`config.mk`:
```
export PLATFORM = sky130hd
export DESIGN_NAME = issue_ctrl
export DESIGN_NICKNAME = d
export VERILOG_FILES = /design/src/rtl/issue_ctrl_pkg.sv /design/src/rtl/issue_ctrl_inst_classify.sv /design/src/rtl/issue_ctrl.sv
export SDC_FILE = /design/constraint.sdc
export NUM_CORES = 1
export LEC_CHECK = 0
export ABC_AREA = 1
export BUFFER_PORTS_ARGS = -buffer_cell sky130_fd_sc_hd__buf_2
export CAP_MARGIN = 0
export CELL_PAD_IN_SITES_DETAIL_PLACEMENT = 2
export CELL_PAD_IN_SITES_GLOBAL_PLACEMENT = 2
export CORE_UTILIZATION = 26
export CTS_BUF_LIST = sky130_fd_sc_hd__clkbuf_2
export CTS_CLUSTER_DIAMETER = 40
export DETAILED_ROUTE_END_ITERATION = 10
export HOLD_SLACK_MARGIN = 0.05
export PLACE_DENSITY = 0.9
export SETUP_SLACK_MARGIN = 0.4
export SKIP_CTS_REPAIR_TIMING = 1
export SYNTH_ARGS = -nofsm -noshare
export SYNTH_HDL_FRONTEND = slang
export SYNTH_SLANG_ARGS = --single-unit
```
`constraint.sdc`:
```
create_clock -name clk -period 2.18 [get_ports clk]
set_input_delay 0.327 -clock clk [delete_from_list [all_inputs] [get_ports clk]]
set_output_delay 0.327 -clock clk [all_outputs]
set_load 0.05 [all_outputs]
```
`src/rtl/issue_ctrl_pkg.sv`:
```
// issue_ctrl_pkg: shared widths, issue-mode encodings and FSM state type for the issue controller
package issue_ctrl_pkg;
  localparam int STALLBUS_WD = 6;
  localparam int INST_WD = 32;
  localparam int ADDR_WD = 32;
  localparam logic SINGLE_ISSUE = 1'b0;
  localparam logic DUAL_ISSUE = 1'b1;
  typedef logic [INST_WD-1:0] inst_t;
  typedef logic [ADDR_WD-1:0] addr_t;
  typedef enum logic {NORMAL, DS_WAIT} state_t;
endpackage

```
`src/rtl/issue_ctrl_inst_classify.sv`:
```
// inst_classify: decodes one instruction word into branch/mem/special flags, destination and source registers
module inst_classify
  import issue_ctrl_pkg::*;
(
  input  inst_t      inst,
  output logic       branch,
  output logic       mem,
  output logic       special,
  output logic [4:0] dest,
  output logic [4:0] rs,
  output logic [4:0] rt
);
  logic [5:0] op;
  logic [5:0] fn;
  logic is_r;
  logic regimm_br;
  logic link;
  logic jr;
  logic unused_shamt;
  assign op = inst[31:26];
  assign fn = inst[5:0];
  assign rs = inst[25:21];
  assign rt = inst[20:16];
  assign unused_shamt = ^inst[10:6];
  assign is_r = op == 6'b000000;
  assign regimm_br = op == 6'b000001 && rt[3:1] == 3'b000;
  assign jr = is_r && fn == 6'b001000;
  assign link = op == 6'b000011 || (regimm_br && rt[4]);
  assign branch = regimm_br || op[5:2] == 4'b0001 || op[5:1] == 5'b00001 || (is_r && fn[5:1] == 5'b00100);
  assign mem = op[5:4] == 2'b10;
  assign special = op == 6'b010000 || (is_r && (fn[5:2] == 4'b0110 || fn[5:2] == 4'b0100 || fn[5:1] == 5'b00110));
  assign dest = link ? 5'd31 : is_r ? (jr ? 5'd0 : inst[15:11]) : (op[5:3] == 3'b101 || branch) ? 5'd0 : rt;
endmodule

```
`src/rtl/issue_ctrl.sv`:
```
// issue_ctrl: decides single/dual issue from the instruction buffer head and registers the decode lanes
module issue_ctrl
  import issue_ctrl_pkg::*;
(
  input  logic                   clk,
  input  logic                   rst,
  input  logic                   flush,
  input  logic [STALLBUS_WD-1:0] stall,
  input  inst_t                  inst1_i,
  input  inst_t                  inst2_i,
  input  addr_t                  inst1_addr_i,
  input  addr_t                  inst2_addr_i,
  input  logic                   inst1_valid_i,
  input  logic                   inst2_valid_i,
  output logic                   issue_o,
  output logic                   issue_mode_o,
  output inst_t                  id_inst1_o,
  output inst_t                  id_inst2_o,
  output addr_t                  id_pc1_o,
  output addr_t                  id_pc2_o,
  output logic                   id_valid1_o,
  output logic                   id_valid2_o,
  output logic                   id_ds1_o
);
  state_t state;
  logic br1, br2, mem1, mem2, sp1, sp2;
  logic [4:0] d1, d2, rs2, rt2, unused_rs1, unused_rt1;
  logic hazard, dual, unused_stall;
  assign unused_stall = ^{stall[STALLBUS_WD-1:4], stall[1:0]};
  inst_classify c1 (
    .inst(inst1_i), .branch(br1), .mem(mem1), .special(sp1), .dest(d1), .rs(unused_rs1), .rt(unused_rt1)
  );
  inst_classify c2 (
    .inst(inst2_i), .branch(br2), .mem(mem2), .special(sp2), .dest(d2), .rs(rs2), .rt(rt2)
  );
  // issue decision: pop strobe and single/dual mode for the current buffer head
  always_comb begin
    hazard = d1 != 5'd0 && (d1 == rs2 || d1 == rt2 || d1 == d2);
    issue_o = rst && inst1_valid_i && !flush && !stall[2];
    dual = issue_o && state == NORMAL && !br1 && inst2_valid_i && !sp1 && !sp2 && !br2 && !(mem1 && mem2) && !hazard;
    issue_mode_o = dual ? DUAL_ISSUE : SINGLE_ISSUE;
  end
  // delay-slot FSM and decode lane registers; flush beats stall, stall[3] holds, stall[2] alone bubbles
  always_ff @(posedge clk or negedge rst)
    if (!rst) begin
      state <= NORMAL;
      id_inst1_o <= '0;
      id_inst2_o <= '0;
      id_pc1_o <= '0;
      id_pc2_o <= '0;
      id_valid1_o <= 1'b0;
      id_valid2_o <= 1'b0;
      id_ds1_o <= 1'b0;
    end else if (flush) begin
      state <= NORMAL;
      id_valid1_o <= 1'b0;
      id_valid2_o <= 1'b0;
      id_ds1_o <= 1'b0;
    end else begin
      if (issue_o) state <= (state == NORMAL && br1) ? DS_WAIT : NORMAL;
      if (!stall[3]) begin
        id_valid1_o <= issue_o;
        id_valid2_o <= dual;
        id_ds1_o <= issue_o && state == DS_WAIT;
        if (!stall[2]) begin
          id_inst1_o <= inst1_i;
          id_inst2_o <= inst2_i;
          id_pc1_o <= inst1_addr_i;
          id_pc2_o <= inst2_addr_i;
        end
      end
    end
endmodule

```
==> metrics.txt <==
layout filler cell count 2514; post-placement cell area 8063 µm²; Clk Latency, worst-skew pair 730 ps; syn nets 912; violations in the final reports negative setup slack; Post-Route Skew 30.73 ps; RSZ-0062 raised after global routing true; die width 154.1 µm; share of layout cells above drive strength 1 0.3397; clock buffer depth 2; max-slew violations 0; row count 55; Worst-path clk slew 250 ps; Layout Nets 1387; Crit Path Category in2out; register bit count reported by yosys 132; peak supply drop 0.0003604 V; via count 7339; Distinct cells, synth 30; DR pass1 iterations 4; vias per cell 4.732; Post-Route Utilization 0.4609; Min Clock Period, post-route 2612 ps; Setup crit end issue_mode_o; Worst Path Max Fanout 4; Max-slew headroom 0.4957; DRC 0; H-Tree Depth 4; pwr/cell area 795.0 nW/µm²; Area Overhead vs Synth 73.46%; fin area 10440 µm²; CTS Sinks 132; Clk pwr share 0.197; CORE AREA 22640 µm²; critical path data arrival time 2280 ps; setup violators final 1; WL/cell 22.43 µm; run status complete, but fails checks; Reg area 3303 µm²; YS warnings 0; reg2reg end id_valid2_o$_DFFE_PN0P_; initial antenna violation count 7; root buf cell clkbuf_2; Reg-to-Reg Start state$_DFFE_PN0P_; Final Cycle Share 1.198; Worst Setup SP inst1_i[2]; multi-input logic area 2464 µm²; die area 23750 µm²; post-synthesis sequential area ratio 0.5491; Initial DRC Count 239; Boundary Pins 272; worst setup margin -431.6 ps; Max-cap violations 0; worst r2r path cells 8; number of global-route vias before repair 6911; Routability Congestion 0.7844; Mapped Area 6016 µm²; drt total wl 34780 µm; half-perimeter wire length after detailed placement 17840 µm; CP required 1850 ps; combinational share of power 0.425; Tot GR Track Use 0.1980; CP endpoint kind output pin; Synth Instances 773; Net Sw Frac 0.4532; ANT nets after route 0; R2R Setup Slk 750 ps; TritonCTS clock tree done; CP Launch Type input port; fmax 382.9 MHz; Min Hold Slack 107.3 ps; sequential power share 0.378; total net switching power 3.759 mW; Die H 154.1 µm; slew of the pin with the lowest slew margin 756.4 ps; largest net degree at the start of global routing 133; Int Pwr 4.536 mW; initial core utilization 0.2657; syn avg cell area 7.782 µm²; HP Class in2reg; P_leak 5.766 nW; TritonCTS Buffers 17; Port-buffer cells 267; total gr overflow 0; first-pass GRT wire length 36330 µm; Final Hold Viols 0
-- layout make-up --
class                      count  share of cell area
antenna                        6            0.001439
clock buffer                  18            0.008633
clock inverter                13             0.01463
inverter                      63             0.02350
multi-input combinational    551              0.2361
sequential                   132              0.3165
tap                          285             0.03417
timing repair buffer         483              0.3650
-- worst min path at each step --
stage | from | to | slack, ps | cells past startpoint
detailed placement | id_inst2_o[15]$_DFFE_PN0P_ | id_inst2_o[15]$_DFFE_PN0P_ | 460 | 2
global placement | id_pc1_o[11]$_DFFE_PN0P_ | id_pc1_o[11]$_DFFE_PN0P_ | 450 | 2
global route | inst1_i[30] | id_inst1_o[30]$_DFFE_PN0P_ | 90 | 5
finish | inst1_i[30] | id_inst1_o[30]$_DFFE_PN0P_ | 110 | 5
floorplan | rst | id_ds1_o$_DFFE_PN0P_ | 30 | 0
CTS | rst | id_pc1_o[30]$_DFFE_PN0P_ | -330 | 2
-- synthesized netlist by cell type --
library cell | n | area (µm²)
nand3_4 | 2 | 35.03
a21oi_4 | 3 | 48.80
nor2_2 | 2 | 12.51
clkinv_4 | 1 | 8.760
dfrtp_1 | 132 | 3303
xnor2_1 | 1 | 8.760
inv_1 | 58 | 217.7
o21ai_0 | 36 | 180.2
a21oi_2 | 1 | 8.760
nor3_1 | 4 | 20.02
nand3_2 | 1 | 10.01
a21boi_1 | 1 | 7.510
nand4_2 | 1 | 12.51
inv_2 | 3 | 11.26
clkinv_2 | 1 | 5.000
nand3_1 | 38 | 190.2
a21oi_1 | 1 | 5.000
nand2_4 | 1 | 11.26
nor2_4 | 4 | 45.04
buf_1 | 4 | 15.01
clkbuf_1 | 23 | 86.33
nand2_1 | 393 | 1475
o211ai_1 | 2 | 15.01
nand4_1 | 11 | 68.82
nor4_1 | 1 | 6.260
xor2_1 | 1 | 8.760
a211oi_1 | 1 | 7.510
o21bai_1 | 1 | 7.510
nor2_1 | 39 | 146.4
nand2_2 | 6 | 37.54
-- worst max-delay path, cell delays in order --
cell,delay (ps)
buf_2,120
inv_1,120
nand2_1,160
nor2_4,210
nand3_4,160
a21oi_2,230
nand2_2,130
clkinv_2,90
nand2_1,60
nand2_1,60
nor2_1,40
nand2_1,80
nand3_2,140
a21boi_4,190
buf_12,150
-- metrics by stage --
step	setup slack [ps]	std cells	total power [mW]	TNS, ps
after CTS	-483.4	1375	7.439	-483.4
after global routing	-530.1	1549	8.632	-530.1
after global placement	-176.7	1344	5.703	-176.7
after detailed placement	-280.9	1344	5.811	-280.9
after floorplan	101.9	773	4.888	0
final	-431.6	1551	8.296	-431.6
-- layer usage --
metal,global-route usage,vias to the layer above,wire [µm]
met4,0.06190,2,1667
met2,0.3675,271,18960
met1,0.2169,3641,12620
li1,-,3329,-
met5,0,-,13
met3,0.05496,96,1517
-- cells by family (layout without fill, tap and decap cells) --
logic type | count (synthesis) | in the layout | synth area share
buf+inv | 90 | 577 | 0.05719
xor+xnor | 2 | 2 | 0.002912
simple gates | 503 | 503 | 0.3442
other cells | 0 | 6 | 0
compound gates | 46 | 46 | 0.04659
flops | 132 | 132 | 0.5491
-- power by group through the flow --
stage | sequential, mW | combinational, mW | clock (mW)
after floorplan | 4.42 | 0.471 | 0
after global placement | 3.05 | 2.66 | 0
after detailed placement | 3.08 | 2.74 | 0
after CTS | 3.03 | 2.74 | 1.67
after global routing | 3.17 | 3.69 | 1.77
final | 3.14 | 3.52 | 1.64
-- sequential cells by signal, indices dropped and copies added, names as in the netlist --
signal	cells
id_inst2_o	32
id_valid2_o	1
state	1
id_valid1_o	1
id_pc2_o	32
id_inst1_o	32
id_ds1_o	1
id_pc1_o	32
-- cell usage in the layout (no fill, tap or decap), types with 2 or more instances in the layout --
cell type	n
nand4_1	11
dlygate4sd3_1	128
inv_1	57
nand2_1	388
nor3_1	3
bufinv_16	2
nor2_1	32
nand2_2	11
dfrtp_1	132
diode_2	6
buf_4	134
buf_12	5
clkinv_2	2
o211ai_1	2
clkbuf_4	36
inv_6	2
buf_2	140
nor2_4	10
o21ai_0	35
a21oi_4	3
nor2_2	3
nand3_1	37
nand3_4	3
clkinv_4	6
inv_2	3
clkinvlp_4	2
buf_6	40
clkbuf_2	18
No activity file was read; power rests on OpenSTA's default activity.
